<file path="src/rtl/ccr_controller.sv">
// Condition Code Register controller: per-opcode flag latching, branch resolution, SETC/CLRC,
// and interrupt save/restore through a shadow register. Define CCR_FWD_EN to forward ALU flags into branches.
module ccr_controller #(
    parameter int FLUSH_CYCLES = 2,
    parameter int STATUS_W     = 4
) (
    input  logic                clk,
    input  logic                rst,
    input  logic                ex_valid,
    input  logic                stall,
    input  logic [3:0]          alu_op,
    input  logic [STATUS_W-1:0] alu_status,
    input  logic                setc,
    input  logic                clrc,
    input  logic                br_valid,
    input  logic [1:0]          br_cond,
    output logic                br_taken,
    input  logic                int_save,
    input  logic                rti_restore,
    output logic [STATUS_W-1:0] ccr,
    output logic                shadow_valid,
    output logic                seq_err
);

    typedef enum logic [1:0] {
        ST_RUN   = 2'b00,
        ST_FLUSH = 2'b01,
        ST_SAVED = 2'b10
    } state_t;

    localparam logic [3:0] FLUSH_LOAD = 4'(FLUSH_CYCLES - 1);

    state_t                state_r;
    logic [3:0]            cnt_r;
    logic [STATUS_W-1:0]   ccr_r;
    logic [STATUS_W-1:0]   shadow_r;
    logic                  shadow_valid_r;
    logic                  seq_err_r;

    logic [STATUS_W-1:0]   alu_mask_s;
    logic [STATUS_W-1:0]   step1_s;
    logic [STATUS_W-1:0]   test_s;
    logic [STATUS_W-1:0]   clr_s;
    logic [STATUS_W-1:0]   cleared_s;
    logic [STATUS_W-1:0]   upd_s;
    logic                  c_s;
    logic                  taken_s;
    logic                  err_s;

    // Flags written by each ALU opcode; V is never written from the ALU path.
    function automatic logic [3:0] flag_mask(input logic [3:0] op);
        logic [3:0] m;
        case (op)
            4'b0000, 4'b0001, 4'b0100, 4'b0101, 4'b1000, 4'b1001: m = 4'b0111;
            4'b0010, 4'b0110:                                     m = 4'b0011;
            default:                                              m = 4'b0000;
        endcase
        return m;
    endfunction

    // Next-CCR composition for a normal update and the branch decision.
    always_comb begin
        alu_mask_s = flag_mask(alu_op);
        if (ex_valid && !stall) begin
            step1_s = (ccr_r & ~alu_mask_s) | (alu_status & alu_mask_s);
        end else begin
            step1_s = ccr_r;
        end
`ifdef CCR_FWD_EN
        if (state_r == ST_FLUSH) begin
            test_s = ccr_r;
        end else begin
            test_s = step1_s;
        end
`else
        test_s = ccr_r;
`endif
        taken_s = br_valid && ((br_cond == 2'b11) || test_s[br_cond]);
        if (taken_s && (br_cond != 2'b11)) begin
            clr_s = 4'b0001 << br_cond;
        end else begin
            clr_s = 4'b0000;
        end
        cleared_s = step1_s & ~clr_s;
        if (setc) begin
            c_s = 1'b1;
        end else if (clrc) begin
            c_s = 1'b0;
        end else begin
            c_s = cleared_s[2];
        end
        upd_s = {cleared_s[3], c_s, cleared_s[1:0]};
    end

    // Illegal save/restore requests for the current sequencing state.
    always_comb begin
        case (state_r)
            ST_RUN:   err_s = rti_restore;
            ST_FLUSH: err_s = int_save || rti_restore;
            ST_SAVED: err_s = int_save;
            default:  err_s = 1'b0;
        endcase
    end

    // CCR, shadow and save/restore sequencing FSM.
    always_ff @(posedge clk) begin
        if (rst) begin
            state_r        <= ST_RUN;
            cnt_r          <= 4'd0;
            ccr_r          <= 4'b0000;
            shadow_r       <= 4'b0000;
            shadow_valid_r <= 1'b0;
            seq_err_r      <= 1'b0;
        end else begin
            if (err_s) begin
                seq_err_r <= 1'b1;
            end
            if (!stall) begin
                case (state_r)
                    ST_RUN: begin
                        ccr_r <= upd_s;
                        // A same-cycle rti_restore pre-empts the save.
                        if (int_save && !rti_restore) begin
                            shadow_r       <= ccr_r;
                            cnt_r          <= FLUSH_LOAD;
                            state_r        <= ST_FLUSH;
                            shadow_valid_r <= 1'b1;
                        end
                    end
                    ST_FLUSH: begin
                        if (cnt_r == 4'd0) begin
                            state_r <= ST_SAVED;
                        end else begin
                            cnt_r <= cnt_r - 4'd1;
                        end
                    end
                    ST_SAVED: begin
                        if (rti_restore) begin
                            ccr_r          <= shadow_r;
                            state_r        <= ST_RUN;
                            shadow_valid_r <= 1'b0;
                        end else begin
                            ccr_r <= upd_s;
                        end
                    end
                    default: begin
                        state_r        <= ST_RUN;
                        shadow_valid_r <= 1'b0;
                    end
                endcase
            end
        end
    end

    assign br_taken     = taken_s;
    assign ccr          = ccr_r;
    assign shadow_valid = shadow_valid_r;
    assign seq_err      = seq_err_r;

endmodule
</file>
<file path="config.mk">
export PLATFORM = sky130hd
export DESIGN_NAME = ccr_controller
export DESIGN_NICKNAME = d
export VERILOG_FILES = /design/src/rtl/ccr_controller.sv
export SDC_FILE = /design/constraint.sdc
export NUM_CORES = 1
export LEC_CHECK = 0
export BUFFER_PORTS_ARGS = -buffer_cell sky130_fd_sc_hd__buf_2
export CORE_MARGIN = 5
export CORE_UTILIZATION = 53
export CTS_CLUSTER_DIAMETER = 30
export DETAILED_ROUTE_END_ITERATION = 7
export PLACE_DENSITY = 0.91
export REMOVE_ABC_BUFFERS = 1
export SYNTH_ARGS = -nofsm -noshare
export SYNTH_HDL_FRONTEND = slang
export SYNTH_SLANG_ARGS = --single-unit
</file>
<file path="constraint.sdc">
create_clock -name clk -period 3 [get_ports clk]
set_input_delay 0.3 -clock clk [delete_from_list [all_inputs] [get_ports clk]]
set_output_delay 0.3 -clock clk [all_outputs]
set_load 0.005 [all_outputs]
</file>
# Yosys cells after proc, flatten, opt, wreduce, memory -nomap -nowiden
# Memory sizes are Yosys's and may differ from the RTL's.
# Index checks and enable logic that the tools add are counted.
[totals] register_bits=16 romBits=48 inputBits=19 out_inout_bits=7 elab_cells=62 mem_count=1
[mem_list] memory="(no name shown)" depth=16 word_bits=3 rd=1 rd_clocked_by_memory_dff=0 wr=0 line_no="53" text="case (op)"
[op_classes] add_sub_neg=1 n_lt_le_gt_ge=1 eq_ne=8 n_shift=1 n_mux=19 n_bitwise=8 reduce_logical=17
[op_table] cell="$mux 4" n=5
[op_table] cell="$pmux 4 s2" n=2
[op_table] cell="$and 4x4->4" n=3
[op_table] cell="$reduce_and 4->1" n=3
[op_table] cell="$ne 2x2->1 const B" n=5
[op_table] cell="$not 4->4" n=2
[op_table] cell="$mux 2" n=3
[op_table] cell="$pmux 1 s3" n=2
[op_table] cell="$pmux 2 s3" n=1
[op_table] cell="$mux 1" n=5
[op_table] cell="$eq 2x2->1 const B" n=2
[op_table] cell="$logic_and 1x1->1" n=4
[op_table] cell="$logic_not 4->1" n=1
[op_table] cell="$or 4x4->4" n=1
[op_table] cell="$reduce_bool 2->1" n=2
[op_table] cell="$shl 1x2->4 const A" n=1
[op_table] cell="$sub 4x1->4 const B" n=1
[op_table] cell="$lt 2x3->1 const B" n=1
[op_table] cell="$reduce_and 3->1" n=1
[op_table] cell="$bmux 1 s2" n=1
[op_table] cell="$eq 2x1->1 const B" n=1
[op_table] cell="$logic_not 1->1" n=2
[op_table] cell="$logic_not 2->1" n=1
[op_table] cell="$logic_or 1x1->1" n=2
[op_table] cell="other kinds (2)" n=3

# Logic depth before layout (Yosys ltp)
[logic_depth] ltp_word=12 mapped_depth=6 ltp_nobuf=6

# Least setup slack after synthesis
# Ideal clock, no wire load.
[synth_timing] path_type="register to register" startpoint="register cnt_r[0]" endpoint="register cnt_r[2]" setup_time_ps=65 t_arrival_ps=1419 required_ps=2935 slack_ps=1516 path_stages_with_launch=7 path_buffers=0 period_less_slack_ps=1484 cell_sequence="dfxtp_1 > inv_1 > ha_1 > or3b_1 > nand4_1 > mux2_2 > nor2_1"
[synth_between] elab_chain_len=3 word_cells_on_any_way=6 classes_between="add/sub (1); eq/ne (1); mux (2); reduce/logical (2)"
[synth_lines] element="start, declared" line_no="34" text="logic [3:0] cnt_r;"
[synth_lines] element="start signal, assigned" line_no="134" text="cnt_r <= cnt_r - 4'd1;"
[synth_lines] element="$sub 4x1->4 or $logic_not 4->1 (tied branches)" line_no="134, 131"
[synth_lines] element="$mux 4 or $ne 2x2->1 (tied branches)"
[synth_lines] element="$pmux 4 s2 or $reduce_and 4->1 (tied branches)"
# Several ways; a longest one is shown, not always the timed one. The select of a mux whose other input is x is not followed.
# A chain may end at the register's enable or synchronous reset.

# Worst setup path in the final report
# Same ends and word-level chain as after synthesis.

==> reports/qor.txt <==
top metal layer carrying routed signals - met4
count of unique library cells instantiated by Yosys - 36
share of the synthesized area in the top cell type - 36.2%
final critical delay including setup and external delays - 1.64 ns
largest cells by area after synthesis - sky130_fd_sc_hd__dfxtp_1, sky130_fd_sc_hd__mux2i_1, sky130_fd_sc_hd__nor2_1
number of synthesized flops with an enable pin - 0
total wirelength of the detailed-routed design - 1970 um
most instantiated flip-flop cell in the synthesis netlist - sky130_fd_sc_hd__dfxtp_1
number of pins with negative max-slew slack in the final report - 0
post-DR wirelength/cell - 13.4 um
post-placement cell area - 990 um^2
I/O pins - 26
post-synthesis async set-or-reset flop share - 0%
post-layout instance area - 0.00103 mm^2
footprint of the multi-input gates - 510 um^2
RSZ-0062 raised after global routing - no
TritonCTS buffer count - 3
share of the synthesized area in compound gates (AO/OA/AOI/OAI) - 22.1%
Met1 Routed Length - 852 um
number of instances in the synthesized netlist - 108
cell area after synthesis - 885 um^2
final period utilization - 54.8%
sum of negative setup slack - 0 ns
num rows - 14
Synth Area in XOR/XNOR - 0.990%
transition time at the pin with the least slew margin - 0.491 ns
crit-path max FO - 5
maximum number of pins on one net before global-route repair - 19
Power per Cell Area - 418 mW/mm^2
post-synthesis share of cell area spent on full adders, half adders and majority gates - 1.41%
worst IR drop on VDD - 0.232 mV
number of setup violations in the final report - 0
count of fill cells added during filler insertion - 142
Req. time, crit path - 3.22 ns
cell type with the highest aggregate area in the netlist - sky130_fd_sc_hd__dfxtp_1
Antenna Violating Nets Remaining - 0
initial antenna violation count - 0
sequential fraction of the synthesis area - 36.2%
clock input transition at the sequential cells of the worst setup and hold paths - 0.09 ns
proportion of layout cells with a drive suffix above 1 - 24.4%
top-count cell post-synth - sky130_fd_sc_hd__dfxtp_1
buffer levels on the longest clock path - 2
main combinational cell family by area after synthesis - simple AND/OR/NAND/NOR gates
buffer count from post-CTS setup fixing - 0
core outline area - 0.00154 mm^2
overflow left after global routing - 0
number of input and output port buffers inserted - 24
global-route usage over all layers - 17.0%
# hold bufs at CTS - 0
average size of a mapped cell - 8.19 um^2
source-to-sink clock delay at the later pin of the worst-skew pair - 0.28 ns
Final Skew - 0.000486 ns
CTS Root Buffer Type - sky130_fd_sc_hd__clkbuf_4
number of diodes added for antenna fixing - 0
met3 WL post-DR - 170 um
final count of hold timing violations - 0
gpl congestion - 0.842
number of instances on the worst hold path - 3
Synth warnings - 0
Via-to-Cell Ratio - 6.16
number of synthesized register bits - 16
clock tree from TritonCTS - done
Total Nets Final - 152
starting DRC count in detailed routing - 27
Critical Path Sink Type - register
share of synthesized area spent on multiplexers - 9.19%
Fmax - 608 MHz
signed area change from the synthesized netlist to the final layout - 16.0%
sequential cell area - 320 um^2
WP data arrival - 1.87 ns
number of vias in the routed layout - 905
first-pass detailed-route iteration total - 4
max_cap viols - 0
CTS H-Tree Depth - 1
static power due to leakage - 0.000462 uW
vias in the first global route - 878
wire length of the first global-routing pass - 3550 um
worst hold path class - in -> reg
initial cell density of the core - 57.4%
clock tree sinks - 16
run status - completed
crit path launch type - register
Remaining DRCs - 0
critical setup path kind - reg -> reg
die height - 50.9 um
synth cell count leaders - sky130_fd_sc_hd__dfxtp_1, sky130_fd_sc_hd__nor2_1, sky130_fd_sc_hd__o21ai_0, sky130_fd_sc_hd__mux2i_1
Synth Area in Simple Gates - 24.0%
Die ar. - 0.00259 mm^2
DP Wirelength - 1540 um
width of the die - 50.9 um
number of cell instances on the worst register-to-register path - 6
Met2 Wirelength - 914 um
post_cts resized - 0
Slew Limit Headroom - 67.2%
-- path summary, 6_finish.rpt --
check / from / to / slack [ns]
setup reg to reg: cnt_r[0] / cnt_r[2] / 1.36
setup / recovery: cnt_r[0] / cnt_r[2] / 1.36
hold / removal: int_save / seq_err / 0.29
hold reg to reg: seq_err / seq_err / 0.50
-- cells in the final DEF, fill, tap and decap left out, types with 2 or more instances in the layout --
cell	netlist	routed
sky130_fd_sc_hd__buf_2	1	24
sky130_fd_sc_hd__dfxtp_1	16	16
sky130_fd_sc_hd__nor2_1	15	15
sky130_fd_sc_hd__o21ai_0	11	11
sky130_fd_sc_hd__mux2i_1	7	7
sky130_fd_sc_hd__nand2_1	6	6
sky130_fd_sc_hd__a21oi_1	6	6
sky130_fd_sc_hd__inv_1	5	5
sky130_fd_sc_hd__a31oi_1	4	4
sky130_fd_sc_hd__nor2b_1	3	3
sky130_fd_sc_hd__clkbuf_4	0	3
sky130_fd_sc_hd__o31ai_1	2	2
sky130_fd_sc_hd__a211oi_1	2	2
sky130_fd_sc_hd__or4_1	2	2
sky130_fd_sc_hd__o22ai_1	2	2
sky130_fd_sc_hd__nor3b_1	2	2
sky130_fd_sc_hd__nor3_1	2	2
sky130_fd_sc_hd__nand4_1	2	2
-- worst max-delay path, stage by stage (launching register included) --
cell and delay, ns:
sky130_fd_sc_hd__dfxtp_1 0.34, sky130_fd_sc_hd__inv_1 0.07, sky130_fd_sc_hd__ha_1 0.18, sky130_fd_sc_hd__or3b_1 0.43, sky130_fd_sc_hd__nand4_1 0.14, sky130_fd_sc_hd__mux2_2 0.35
sky130_fd_sc_hd__nor2_1 0.08
-- logic make-up after synthesis --
| group | after synthesis |
|---|---|
| AND/OR/NAND/NOR | 40 |
| AO/OA/AOI/OAI | 32 |
| flip-flops | 16 |
| buffers and inverters | 10 |
| multiplexers | 8 |
| XOR/XNOR | 1 |
| adder cells (fa/ha/maj) | 1 |
-- metal layers --
metal / vias up / global-route usage, %
li1: 444 / -
met1: 423 / 22.2
met2: 34 / 26.7
met3: 4 / 2.91
met4: 0 / 8.51
met5: - / 0
-- power by group --
| part | switching (uW) | internal (uW) | total (uW) |
|---|---|---|---|
| logic | 33.9 | 29.3 | 63.2 |
| clock network | 64.8 | 73.8 | 139 |
| registers | 7.97 | 219 | 227 |
| total | 107 | 322 | 429 |
-- sequential cells by signal, summed over array words and instances, names as in the netlist, named ones only --
register and flops:
ccr 3, cnt_r 4, seq_err 1, shadow_r 4, shadow_valid 1, state_r 2
-- area by class of cell --
| type | instances | area share (%) |
|---|---|---|
| Multi-Input combinational cell | 82 | 49.8 |
| Sequential cell | 16 | 31.2 |
| Timing Repair Buffer | 24 | 11.7 |
| Clock buffer | 4 | 3.54 |
| Tap cell | 16 | 1.95 |
| Inverter | 5 | 1.83 |
-- stage by stage --
step | power [uW] | cells | hold slack, ns | util [%] | setup slack [ns]
after floorplan | 264 | 103 | 0.369 | - | 1.52
final | 429 | 147 | 0.292 | 66.6 | 1.36
after global placement | 291 | 143 | 0.468 | 64.2 | 1.46
after global routing | 454 | 147 | 0.309 | 66.6 | 1.27
after detailed placement | 295 | 143 | 0.472 | 64.2 | 1.40
after CTS | 432 | 147 | 0.289 | 66.6 | 1.37
Power figures use the tool's default switching activity.
